<file path="src/rtl/alu_pkg.sv">
`default_nettype none
// ============================================================================
//  Module      : alu_pkg
//  Description : Shared ALU definitions. Holds the ALU control codes used by
//                the ALU control decoder and the execution unit, the FSM state
//                encoding of the execution unit, and a shift-op classifier.
//  Revision    : 1.0  initial release
// ============================================================================
package alu_pkg;

    // ALU control codes (4 bits)
    localparam logic [3:0] c_ALU_ADD  = 4'b0000;
    localparam logic [3:0] c_ALU_SUB  = 4'b0001;
    localparam logic [3:0] c_ALU_AND  = 4'b0010;
    localparam logic [3:0] c_ALU_OR   = 4'b0011;
    localparam logic [3:0] c_ALU_SLL  = 4'b0100;
    localparam logic [3:0] c_ALU_SLT  = 4'b0101;
    localparam logic [3:0] c_ALU_XOR  = 4'b0110;
    localparam logic [3:0] c_ALU_SRL  = 4'b0111;
    localparam logic [3:0] c_ALU_SLTU = 4'b1000;
    localparam logic [3:0] c_ALU_SRA  = 4'b1111;

    // Execution unit FSM states
    typedef enum logic [1:0] {
        ST_IDLE  = 2'd0,
        ST_SHIFT = 2'd1,
        ST_DONE  = 2'd2
    } exec_state_t;

    // Shifts run iteratively in the execution unit, everything else is
    // produced in one cycle by alu_comb.
    function automatic logic is_shift(input logic [3:0] ctrl);
        return (ctrl == c_ALU_SLL) || (ctrl == c_ALU_SRL) || (ctrl == c_ALU_SRA);
    endfunction

endpackage : alu_pkg
`default_nettype wire

</file>
<file path="src/rtl/alu_comb.sv">
`default_nettype none
// ============================================================================
//  Module      : alu_comb
//  Description : Single-cycle ALU operations (add, sub, and, or, xor, slt,
//                sltu). Shift codes pass operand a through unchanged since
//                the shift itself is done serially by the execution unit.
//                Undefined codes give y = 0 with illegal = 1.
//  Ports       : alu_ctrl - operation code
//                a, b     - operands
//                y        - result
//                illegal  - alu_ctrl is not a defined code
//  Revision    : 1.0  initial release
// ============================================================================
module alu_comb
    import alu_pkg::*;
#(
    parameter int WIDTH = 32
) (
    input  logic [3:0]       alu_ctrl,
    input  logic [WIDTH-1:0] a,
    input  logic [WIDTH-1:0] b,
    output logic [WIDTH-1:0] y,
    output logic             illegal
);

    always_comb begin
        y       = '0;
        illegal = 1'b0;
        case (alu_ctrl)
            c_ALU_ADD:  y = a + b;
            c_ALU_SUB:  y = a - b;
            c_ALU_AND:  y = a & b;
            c_ALU_OR:   y = a | b;
            c_ALU_XOR:  y = a ^ b;
            c_ALU_SLT:  y = {{(WIDTH-1){1'b0}}, ($signed(a) < $signed(b))};
            c_ALU_SLTU: y = {{(WIDTH-1){1'b0}}, (a < b)};
            c_ALU_SLL,
            c_ALU_SRL,
            c_ALU_SRA:  y = a;
            default:    illegal = 1'b1;
        endcase
    end

endmodule : alu_comb
`default_nettype wire

</file>
<file path="src/rtl/alu_exec_unit.sv">
`default_nettype none
// ============================================================================
//  Module      : alu_exec_unit
//  Description : ALU execution unit with valid/ready handshakes. Single-cycle
//                ops complete one cycle after accept; shifts are done one bit
//                per cycle (latency 1 + shamt). Result, zero and illegal are
//                registered and held in DONE until consumed.
//  Ports       : clk, reset          - clock, synchronous active-high reset
//                in_valid / in_ready - request handshake
//                alu_ctrl, src_a, src_b - operation and operands
//                out_valid / out_ready  - result handshake
//                result, zero, illegal  - registered outputs
//  Revision    : 1.0  initial release
// ============================================================================
module alu_exec_unit
    import alu_pkg::*;
#(
    parameter int WIDTH   = 32,
    parameter int SHAMT_W = $clog2(WIDTH)
) (
    input  logic             clk,
    input  logic             reset,
    input  logic             in_valid,
    output logic             in_ready,
    input  logic [3:0]       alu_ctrl,
    input  logic [WIDTH-1:0] src_a,
    input  logic [WIDTH-1:0] src_b,
    output logic             out_valid,
    input  logic             out_ready,
    output logic [WIDTH-1:0] result,
    output logic             zero,
    output logic             illegal
);

    localparam logic [SHAMT_W-1:0] c_CNT_ONE = {{(SHAMT_W-1){1'b0}}, 1'b1};

    exec_state_t        r_state;
    exec_state_t        w_state_next;
    logic [WIDTH-1:0]   r_result;
    logic [WIDTH-1:0]   w_result_next;
    logic               r_zero;
    logic               w_zero_next;
    logic               r_illegal;
    logic               w_illegal_next;
    logic [SHAMT_W-1:0] r_cnt;
    logic [SHAMT_W-1:0] w_cnt_next;
    logic [3:0]         r_op;
    logic [3:0]         w_op_next;

    logic [WIDTH-1:0]   w_comb_y;
    logic               w_comb_illegal;

    alu_comb #(
        .WIDTH (WIDTH)
    ) u_alu_comb (
        .alu_ctrl (alu_ctrl),
        .a        (src_a),
        .b        (src_b),
        .y        (w_comb_y),
        .illegal  (w_comb_illegal)
    );

    // State and datapath registers
    always_ff @(posedge clk) begin
        if (reset) begin
            r_state   <= ST_IDLE;
            r_result  <= '0;
            r_zero    <= 1'b0;
            r_illegal <= 1'b0;
            r_cnt     <= '0;
            r_op      <= c_ALU_ADD;
        end else begin
            r_state   <= w_state_next;
            r_result  <= w_result_next;
            r_zero    <= w_zero_next;
            r_illegal <= w_illegal_next;
            r_cnt     <= w_cnt_next;
            r_op      <= w_op_next;
        end
    end

    // Next-state and datapath update
    always_comb begin
        w_state_next   = r_state;
        w_result_next  = r_result;
        w_zero_next    = r_zero;
        w_illegal_next = r_illegal;
        w_cnt_next     = r_cnt;
        w_op_next      = r_op;

        case (r_state)
            ST_IDLE: begin
                if (in_valid) begin
                    w_op_next      = alu_ctrl;
                    w_illegal_next = w_comb_illegal;
                    if (is_shift(alu_ctrl)) begin
                        w_result_next = src_a;
                        w_cnt_next    = src_b[SHAMT_W-1:0];
                        w_state_next  = (src_b[SHAMT_W-1:0] == '0) ? ST_DONE : ST_SHIFT;
                    end else begin
                        w_result_next = w_comb_y;
                        w_cnt_next    = '0;
                        w_state_next  = ST_DONE;
                    end
                    w_zero_next = (w_result_next == '0);
                end
            end

            ST_SHIFT: begin
                case (r_op)
                    c_ALU_SLL: w_result_next = {r_result[WIDTH-2:0], 1'b0};
                    c_ALU_SRA: w_result_next = {r_result[WIDTH-1], r_result[WIDTH-1:1]};
                    default:   w_result_next = {1'b0, r_result[WIDTH-1:1]};
                endcase
                w_zero_next = (w_result_next == '0);
                w_cnt_next  = r_cnt - c_CNT_ONE;
                // The counter reaches zero on this edge: this was the last bit.
                if (r_cnt == c_CNT_ONE) begin
                    w_state_next = ST_DONE;
                end
            end

            ST_DONE: begin
                if (out_ready) begin
                    w_state_next = ST_IDLE;
                end
            end

            default: begin
                w_state_next = ST_IDLE;
            end
        endcase
    end

    assign in_ready  = (r_state == ST_IDLE);
    assign out_valid = (r_state == ST_DONE);
    assign result    = r_result;
    assign zero      = r_zero;
    assign illegal   = r_illegal;

endmodule : alu_exec_unit
`default_nettype wire
</file>
<file path="config.mk">
export PLATFORM = sky130hd
export DESIGN_NAME = alu_exec_unit
export DESIGN_NICKNAME = d
export VERILOG_FILES = /design/src/rtl/alu_pkg.sv /design/src/rtl/alu_comb.sv /design/src/rtl/alu_exec_unit.sv
export SDC_FILE = /design/constraint.sdc
export NUM_CORES = 1
export LEC_CHECK = 0
export BUFFER_PORTS_ARGS = -buffer_cell sky130_fd_sc_hd__buf_4
export CAP_MARGIN = 5
export CORE_MARGIN = 2
export CORE_UTILIZATION = 45
export DETAILED_ROUTE_END_ITERATION = 10
export PLACE_DENSITY = 0.63
export SYNTH_ARGS = -nofsm -noshare
export SYNTH_HDL_FRONTEND = slang
export SYNTH_SLANG_ARGS = --single-unit
</file>
<file path="constraint.sdc">
create_clock -name clk -period 4.95 [get_ports clk]
set_input_delay 0.99 -clock clk [delete_from_list [all_inputs] [get_ports clk]]
set_output_delay 0.99 -clock clk [all_outputs]
set_load 0.02 [all_outputs]
</file>
# [Word level (Yosys, flattened, before mapping)]
# Cells that the tools add are included.
# W data, S select, Z words.
[op_classes] add_sub_neg=3 magnitude_cmp=2 eq_ne=17 n_mux=20 bitwise=3 n_reduce_logical=13
[ops] op="$pmux W32 S8" n=1
[ops] op="$mux W32" n=5
[ops] op="$pmux W32 S2" n=2
[ops] op="$logic_not A32 Y1" n=2
[ops] op="$lt A32 B32 Y1" n=2
[ops] op="$add A32 B32 Y32" n=1
[ops] op="$and A32 B32 Y32" n=1
[ops] op="$or A32 B32 Y32" n=1
[ops] op="$sub A32 B32 Y32" n=1
[ops] op="$xor A32 B32 Y32" n=1
[ops] op="$eq A4 B3 Y1 const B" n=5
[ops] op="$eq A4 B4 Y1 const B" n=3
[ops] op="$mux W2" n=5
[ops] op="$mux W5" n=2
[ops] op="$pmux W5 S2" n=1
[ops] op="$reduce_or A10 Y1" n=1
[ops] op="$eq A4 B2 Y1 const B" n=2
[ops] op="$pmux W2 S3" n=1
[ops] op="$eq A5 B1 Y1 const B" n=1
[ops] op="$logic_not A5 Y1" n=1
[ops] op="$sub A5 B1 Y5 const B" n=1
[ops] op="$eq A4 B1 Y1 const B" n=1
[ops] op="$logic_not A4 Y1" n=1
[ops] op="$ne A2 B2 Y1 const B" n=2
[ops] op="other kinds (11)" n=14
[word_totals] regBits=45 in_bits=72 output_inout_bits=36 word_cells=64

# [Depth between registers and ports, before layout]
# Gate-level depths: netlist of the first run.
[depth] depth_word=9 ltp_mapped=15 ltp_nobuf=14

# [Modules after synthesis]
# A second synthesis of the first run with hierarchy kept.
[hier_totals] hier_cells=1199 area_unflattened_um2=8396.8
[by_module_without_submodules] mod="alu_comb" instances=1 cells_per_inst=747 area_per_inst_um2=5006.1 seq_area_each_um2=0.0
[by_module_without_submodules] mod="alu_exec_unit" instances=1 cells_per_inst=452 area_per_inst_um2=3390.8 seq_area_each_um2=900.9

# [Worst setup path after synthesis of the first run]
# Ideal clock, no wire load.
[synth_timing] path_kind="input -> register" start="input src_a[0]" end="register r_zero (netlist: zero)" setup_ns=0.096 t_arrival_ns=3.860 required_ns=4.854 path_slack_ns=0.994 cell_stages=14 n_path_buf=0 path_cell_list="inv_1 ha_1 fa_1 or2_1 a211o_2 a21oi_1 nor2_1 o2111a_1 o32ai_1 nand2_1 or3b_1 nor4_1 nand4b_1 o41ai_2"
[synth_via] elab_chain_len=8 word_cells_on_any_way=14 classes_between="add/sub (2); order compare (2); mux (6); bitwise (3); reduce/logical (1)"
[synth_rtl] item="start: declaration" line_no="alu_exec_unit.sv:26" text="input logic [WIDTH-1:0] src_a,"
[synth_rtl] item="$sub A32 B32 Y32, or another cell as far along" line_no="alu_comb.sv:31" text="c_ALU_SUB: y = a - b;"
[synth_rtl] item="$pmux W32 S8" line_no="alu_comb.sv:29" text="case (alu_ctrl)"
[synth_rtl] item="$mux W32 (*)" line_no="alu_exec_unit.sv:96" text="if (is_shift(alu_ctrl)) begin"
[synth_rtl] item="$mux W32 (*)" line_no="alu_exec_unit.sv:93" text="if (in_valid) begin"
[synth_rtl] item="$mux W32 (*)" line_no="alu_exec_unit.sv:91" text="case (r_state)"
[synth_rtl] item="$logic_not A32 Y1 (*)" line_no="alu_exec_unit.sv:105" text="w_zero_next = (w_result_next == '0);"
[synth_rtl] item="$mux W1 (*)" line_no="alu_exec_unit.sv:93"
[synth_rtl] item="$pmux W1 S2 (*)" line_no="alu_exec_unit.sv:91"
[synth_rtl] item="end signal: assignment" line_no="alu_exec_unit.sv:75" text="r_zero <= w_zero_next;"
[synth_rtl] item="end: declaration" line_no="alu_exec_unit.sv:41" text="logic r_zero;"
# Every way passes the cells marked *; elsewhere a longest branch is shown, timed or not. The select of a mux whose other input is x is not followed.
# A chain may end at the register's enable or synchronous reset.

# [Final worst setup path of the first run]
[layout_timing] start="input src_a[16]" end="register r_zero (netlist: zero)"
# Same word-level chain as after synthesis.

==> results of run 1 <==
[cell type report]
class                      instances  area share
sequential                        45      0.0897
clock buffer                       5      0.0125
clock inverter                     3     0.00461
multi-input combinational       1047       0.712
timing repair buffer             146       0.110
inverter                         102      0.0381
tap                              265      0.0330
[metal layers]
layer | vias to the layer above | share of wire | global-route usage
li1 | 4883 | - | -
met1 | 4870 | 0.44 | 0.461
met2 | 609 | 0.43 | 0.499
met3 | 99 | 0.086 | 0.0420
met4 | 0 | 0.043 | 0.114
met5 | - | 0 | 0
[cell usage in the layout (no fill, tap or decap), types with 14 or more instances in the layout]
cell,instances
a21o_1,21
nand2_1,137
a21oi_1,138
nand3_1,31
o21ai_0,45
ha_1,115
mux2i_1,14
inv_1,97
o211ai_1,21
buf_4,145
dfxtp_1,45
or3_1,14
a211oi_1,24
nor3_1,28
a221oi_1,26
nor4_1,29
o31ai_1,15
nor2_1,120
[cells by family after synthesis]
| kind of cell | synth area share |
|---|---|
| DFF | 0.103 |
| muxes | 0.0185 |
| xor gates and xnor gates | 0.00599 |
| and+or+nand+nor | 0.251 |
| AOI/OAI and AO/OA | 0.368 |
| buffers and inverters | 0.0856 |
| adders and majority gates | 0.169 |
[flip-flops by register name (all words and copies together) (netlist names)]
register and count:
result 32, zero 1, r_cnt 5, illegal 1, r_op 4, r_state 2
[power groups by stage]
stage               clock network, mW  logic, mW  registers, mW
finish                          0.389       1.06          0.434
detailed placement                  0       1.03          0.440
floorplan                           0      0.666          0.454
global route                    0.412       1.16          0.437
global placement                    0       1.03          0.441
CTS                             0.392       1.04          0.432
[final timing paths]
path	start	end	slack, ns	depth (start not counted)
hold reg to reg	r_op[3]$_SDFFE_PP0P_	r_op[3]$_SDFFE_PP0P_	0.48	2
hold / removal	r_op[3]$_SDFFE_PP0P_	r_op[3]$_SDFFE_PP0P_	0.48	2
setup reg to reg	r_state[0]$_SDFFE_PP0P_	zero$_SDFFE_PP0P_	1.68	11
setup / recovery	src_a[16]	zero$_SDFFE_PP0P_	0.41	14
[worst max-delay path, stage by stage]
cell and delay (ns):
buf_4 0.12, inv_1 0.05, ha_1 0.53, o21ai_0 0.23, or3b_4 0.45, or3b_1 0.45, o2111ai_2 0.22, o31ai_2 0.14
mux2_2 0.28, a221oi_2 0.34, o2111ai_1 0.16, nor4_1 0.41, nand4b_1 0.16, o41ai_2 0.20
[metrics by stage]
stage          hold WS [ns]  worst slack (ns)
2_1_floorplan         0.449             0.994
3_3_place_gp          0.464            0.0398
3_5_place_dp          0.469             0.123
4_1_cts               0.478             0.431
5_1_grt               0.499             0.176
6_report              0.478             0.410
[Yosys cell counts (5+ instances only)]
master / instances / area share
o31a_1: 8 / 0.0080
clkbuf_1: 55 / 0.024
a211o_1: 7 / 0.0070
nand4_1: 10 / 0.0071
o21ai_0: 46 / 0.026
nor3_1: 28 / 0.016
inv_2: 5 / 0.0021
inv_1: 97 / 0.041
a21oi_1: 138 / 0.079
nand2b_1: 10 / 0.0071
buf_1: 7 / 0.0030
nor3b_1: 6 / 0.0051
a31oi_1: 13 / 0.0093
nand2_1: 137 / 0.059
nor4_1: 29 / 0.021
a221o_1: 11 / 0.013
nor4b_1: 6 / 0.0060
o211a_1: 5 / 0.0057
dfxtp_1: 45 / 0.10
or3_1: 14 / 0.010
o221ai_1: 7 / 0.0070
o32ai_1: 5 / 0.0050
nor2_1: 120 / 0.051
a21o_1: 21 / 0.018
and2_1: 8 / 0.0057
o21ai_1: 10 / 0.0057
nand3_1: 31 / 0.018
a211oi_1: 24 / 0.021
o2111ai_1: 6 / 0.0060
and3_1: 6 / 0.0043
a2111oi_0: 8 / 0.0080
buf_2: 21 / 0.012
or4_1: 5 / 0.0043
xnor2_1: 5 / 0.0050
mux2i_1: 14 / 0.016
nor2b_1: 12 / 0.0086
a221oi_1: 26 / 0.026
o211ai_1: 21 / 0.018
o21bai_1: 8 / 0.0068
ha_1: 115 / 0.16
o21a_1: 10 / 0.0086
o31ai_1: 15 / 0.013
==> impl_metrics.env, run 1 <==
export IMPL_status="complete, no violations"
export IMPL_cts_root_buffer="clkbuf_16"
export IMPL_clockPowerShare=0.206
export IMPL_hold_path_class="register to register"
export IMPL_clk_pin_slew_ns=0.07
export IMPL_swShare=0.452
export IMPL_pin_count=108
export IMPL_p_leak_nw=4.42
export IMPL_die_w_um=144
export IMPL_drive_gt1_frac=0.145
export IMPL_synthesis_nets=1469
export IMPL_peakVddDrop_mv=0.172
export IMPL_setup_viol=0
export IMPL_yosysWarnings=0
export IMPL_multi_input_area_um2=7150
export IMPL_worst_pin_slew_ns=1.04
export IMPL_grt_ovfl_total=0
export IMPL_die_y_um=144
export IMPL_p_int_mw=1.03
export IMPL_drt_iter0_drc=1274
export IMPL_cts_path_max_buffers=2
export IMPL_fin_skew_ns=0.00935
export IMPL_synth_distinct_cells=92
export IMPL_placed_area_um2=9870
export IMPL_grt_pass1_wl_um=52800
export IMPL_ys_ff_latch=45
export IMPL_antenna_found_initial=0
export IMPL_cts_resized=0
export IMPL_drt_pre_antenna_iters=9
export IMPL_core_region_area_um2=19300
export IMPL_vias=10500
export IMPL_nets=1536
export IMPL_diodes=0
export IMPL_fillers=2014
export IMPL_cts_tree="yes"
export IMPL_yosysSeqAreaShare=0.103
export IMPL_dp_hpwl_um=26000
export IMPL_synthFlopType="dfxtp_1"
export IMPL_hold_viol=0
export IMPL_combPwrFrac=0.563
export IMPL_route_detailed_drc=0
export IMPL_avgViaCountPerCell=6.49
export IMPL_cts_buffers_inserted=5
export IMPL_rows=51
export IMPL_fin_crit_sh=0.917
export IMPL_fmax_mhz=220
export IMPL_layout_min_cycle_time_ns=4.54
export IMPL_rsz0062_at_grt="false"
export IMPL_crit_fanout=13
export IMPL_syn_to_final_growth_pct=14.5
export IMPL_htree_levels=2
export IMPL_hold_buffers=0
export IMPL_initial_core_util=0.455
export IMPL_grtUsageTotal=0.323
export IMPL_grt_max_degree=41
export IMPL_grt_pass1_vias=9474
export IMPL_switching_power_uw=852
export IMPL_seq_power_share=0.230
export IMPL_clkLatencyLatePin_ns=0.29
export IMPL_finalPower_mw=1.88
export IMPL_avgSynthCellArea_um2=6.86
export IMPL_synth_edff_count=0
export IMPL_final_util=0.521
export IMPL_ant_nets=0
export IMPL_cts_sinks=45
export IMPL_drt_wl_total_um=33400
export IMPL_cp_arrival_ns=4.75
export IMPL_powerDensity_nw_per_um2=188
export IMPL_dp_cells=1605
export IMPL_numPortBuffers=107
export IMPL_synthCells=1280
export IMPL_drv_cap=0
export IMPL_worstPathRequired_ns=5.16
export IMPL_slew_headroom=0.302
export IMPL_async_flop_share=0
export IMPL_seq_area_um2=901
export IMPL_cts_setup_buffers=0
export IMPL_die_area_um2=20600
export IMPL_syn_area_um2=8770
export IMPL_endpoint_kind="register"
export IMPL_slew_viol_final=0
export IMPL_path_class="primary input to register"
export IMPL_fin_tns_setup_ns=0
export IMPL_wire_per_inst_um=20.7
export IMPL_stdcell_count=1613
export IMPL_gp_congestion=1.05
export IMPL_start_kind="primary input"
export IMPL_finalInstanceArea_um2=10000
Power figures use the tool's default switching activity.
==> run 2, diff against run 1 <==
CORE_UTILIZATION = 61   (was 45)
PLACE_DENSITY = 0.82   (was 0.63)
==> run 2 against run 1 <==
Non-clock buffer count fell by 2. Sequential power hardly changed. Sequential cell count unchanged. Clock power up 3%. Clock-buffer cell count is 1 higher. Critical path type unchanged. Final cell count down 5.4%. Maximum frequency increased by 2.3%. Combinational power hardly changed. Die area decreased by 26%. Total power grew 0.89%. Wire length decreased by 0.83%. Worst setup slack improved by 0.10 ns.
==> impl_metrics.env, run 2 (same netlist as run 1, synthesis figures left out) <==
export IMPL_diodes=0
export IMPL_cts_path_max_buffers=2
export IMPL_clk_pin_slew_ns=0.06
export IMPL_grt_pass1_vias=9839
export IMPL_avgViaCountPerCell=7.08
export IMPL_cts_setup_buffers=0
export IMPL_endpoint_kind="register"
export IMPL_worstPathRequired_ns=5.14
export IMPL_max_stage_delay_ns=0.46
export IMPL_mostFrequentLayoutCell="buf_4"
export IMPL_slowest_stage="ha_1"
export IMPL_slew_headroom=0.337
export IMPL_powerDensity_nw_per_um2=192
export IMPL_cts_root_buffer="clkbuf_16"
export IMPL_gp_congestion=1.07
export IMPL_stdcell_count=1526
export IMPL_start_kind="primary input"
export IMPL_vias=10800
export IMPL_die_y_um=124
export IMPL_largest_reg_flops=32
export IMPL_grt_ovfl_total=0
export IMPL_r2r_cells=12
export IMPL_cp_arrival_ns=4.63
export IMPL_path_cells="buf_4 -> inv_1 -> ha_1 -> a21oi_1 -> a21oi_1 -> or3_1 -> o31a_1 -> a221o_1 -> a21oi_1 -> o2111ai_1 -> nor4_1 -> nand4b_1 -> o41ai_2"
export IMPL_drt_iter0_drc=1497
export IMPL_layout_common_cells="144 x buf_4, 138 x a21oi_1, 137 x nand2_1"
export IMPL_grtUsageTotal=0.419
export IMPL_clkLatencyLatePin_ns=0.29
export IMPL_pin_count=108
export IMPL_fin_crit_sh=0.896
export IMPL_drv_cap=0
export IMPL_antenna_found_initial=0
export IMPL_path_class="primary input to register"
export IMPL_cts_buffers_inserted=5
export IMPL_dp_cells=1518
export IMPL_cts_tree="yes"
export IMPL_fin_tns_setup_ns=0
export IMPL_crit_path_frequent_cell="a21oi_1"
export IMPL_critical_path_top_delay_family="compound AO/OA/AOI/OAI gates"
export IMPL_cts_sinks=45
export IMPL_status="complete, no violations"
export IMPL_slew_viol_final=0
export IMPL_worst_pin_slew_ns=0.992
export IMPL_route_detailed_drc=0
export IMPL_setup_viol=0
export IMPL_rsz0062_at_grt="false"
export IMPL_p_leak_nw=4.41
export IMPL_wire_per_inst_um=21.7
export IMPL_layout_min_cycle_time_ns=4.44
export IMPL_crit_fanout=13
export IMPL_fin_skew_ns=0.00987
export IMPL_hold_path_class="register to register"
export IMPL_ant_nets=0
export IMPL_initial_core_util=0.627
export IMPL_whs_path_depth=2
export IMPL_cts_resized=0
export IMPL_peakVddDrop_mv=0.147
export IMPL_grt_pass1_wl_um=51100
export IMPL_syn_to_final_growth_pct=13.0
export IMPL_drt_wl_total_um=33100
export IMPL_die_w_um=124
export IMPL_hold_viol=0
export IMPL_dp_hpwl_um=25100
export IMPL_core_region_area_um2=14000
export IMPL_rows=43
export IMPL_hold_buffers=0
export IMPL_numPortBuffers=107
export IMPL_die_area_um2=15400
export IMPL_htree_levels=2
export IMPL_drt_pre_antenna_iters=11
export IMPL_crit_cells=13
export IMPL_nets=1534
export IMPL_critical_path_buf_inv_count=2
export IMPL_grt_max_degree=41
export IMPL_drive_gt1_frac=0.144
export IMPL_fmax_mhz=225
-- run 2: power by group --
group	switching [mW]	total, mW	internal (mW)
sequential	0.0412	0.433	0.392
clock	0.148	0.400	0.252
combinational	0.666	1.07	0.402
-- run 2: layer usage --
metal  global-route usage  vias to the layer above  share of wire
met3               0.0728                      156           0.11
li1                     -                     4883              -
met2                0.693                      838           0.45
met4                0.193                        0          0.054
met1                0.531                     4928           0.39
met5                    0                        -              0
-- run 2: final timing paths --
| path | start | end | slack [ns] |
|---|---|---|---|
| setup / recovery | src_a[5] | zero$_SDFFE_PP0P_ | 0.51 |
| hold / removal | r_op[0]$_SDFFE_PP0P_ | r_op[0]$_SDFFE_PP0P_ | 0.48 |
| setup reg to reg | r_state[1]$_SDFFE_PP0P_ | zero$_SDFFE_PP0P_ | 1.66 |
| hold reg to reg | r_op[0]$_SDFFE_PP0P_ | r_op[0]$_SDFFE_PP0P_ | 0.48 |
-- run 2: layout make-up --
class                      instances  area, um^2
clock buffer                       6         139
fill                            1208        4070
multi-input combinational       1047        7150
tap                              180         225
clock inverter                     2        37.5
sequential                        45         901
timing repair buffer             144        1080
inverter                         102         383
-- run 2: tightest hold or removal path, delay by kind of cell, from the launching register on --
family | cells | cell delay [ns]
and+or+nand+nor | 1 | 0.06
DFF | 1 | 0.32
AOI/OAI and AO/OA | 1 | 0.05
-- run 2: metrics by stage --
stage                     setup WS (ns)  hold WS, ns  total power [mW]  cell area, um^2  utilization
final                             0.513        0.475              1.90             9920        0.709
after global routing              0.282        0.495              1.99             9920        0.709
after CTS                         0.584        0.474              1.86             9920        0.709
after detailed placement          0.313        0.466              1.46             9740        0.696
after global placement            0.301        0.460              1.45             9740        0.696
after floorplan                   0.994        0.449              1.12             8770            -
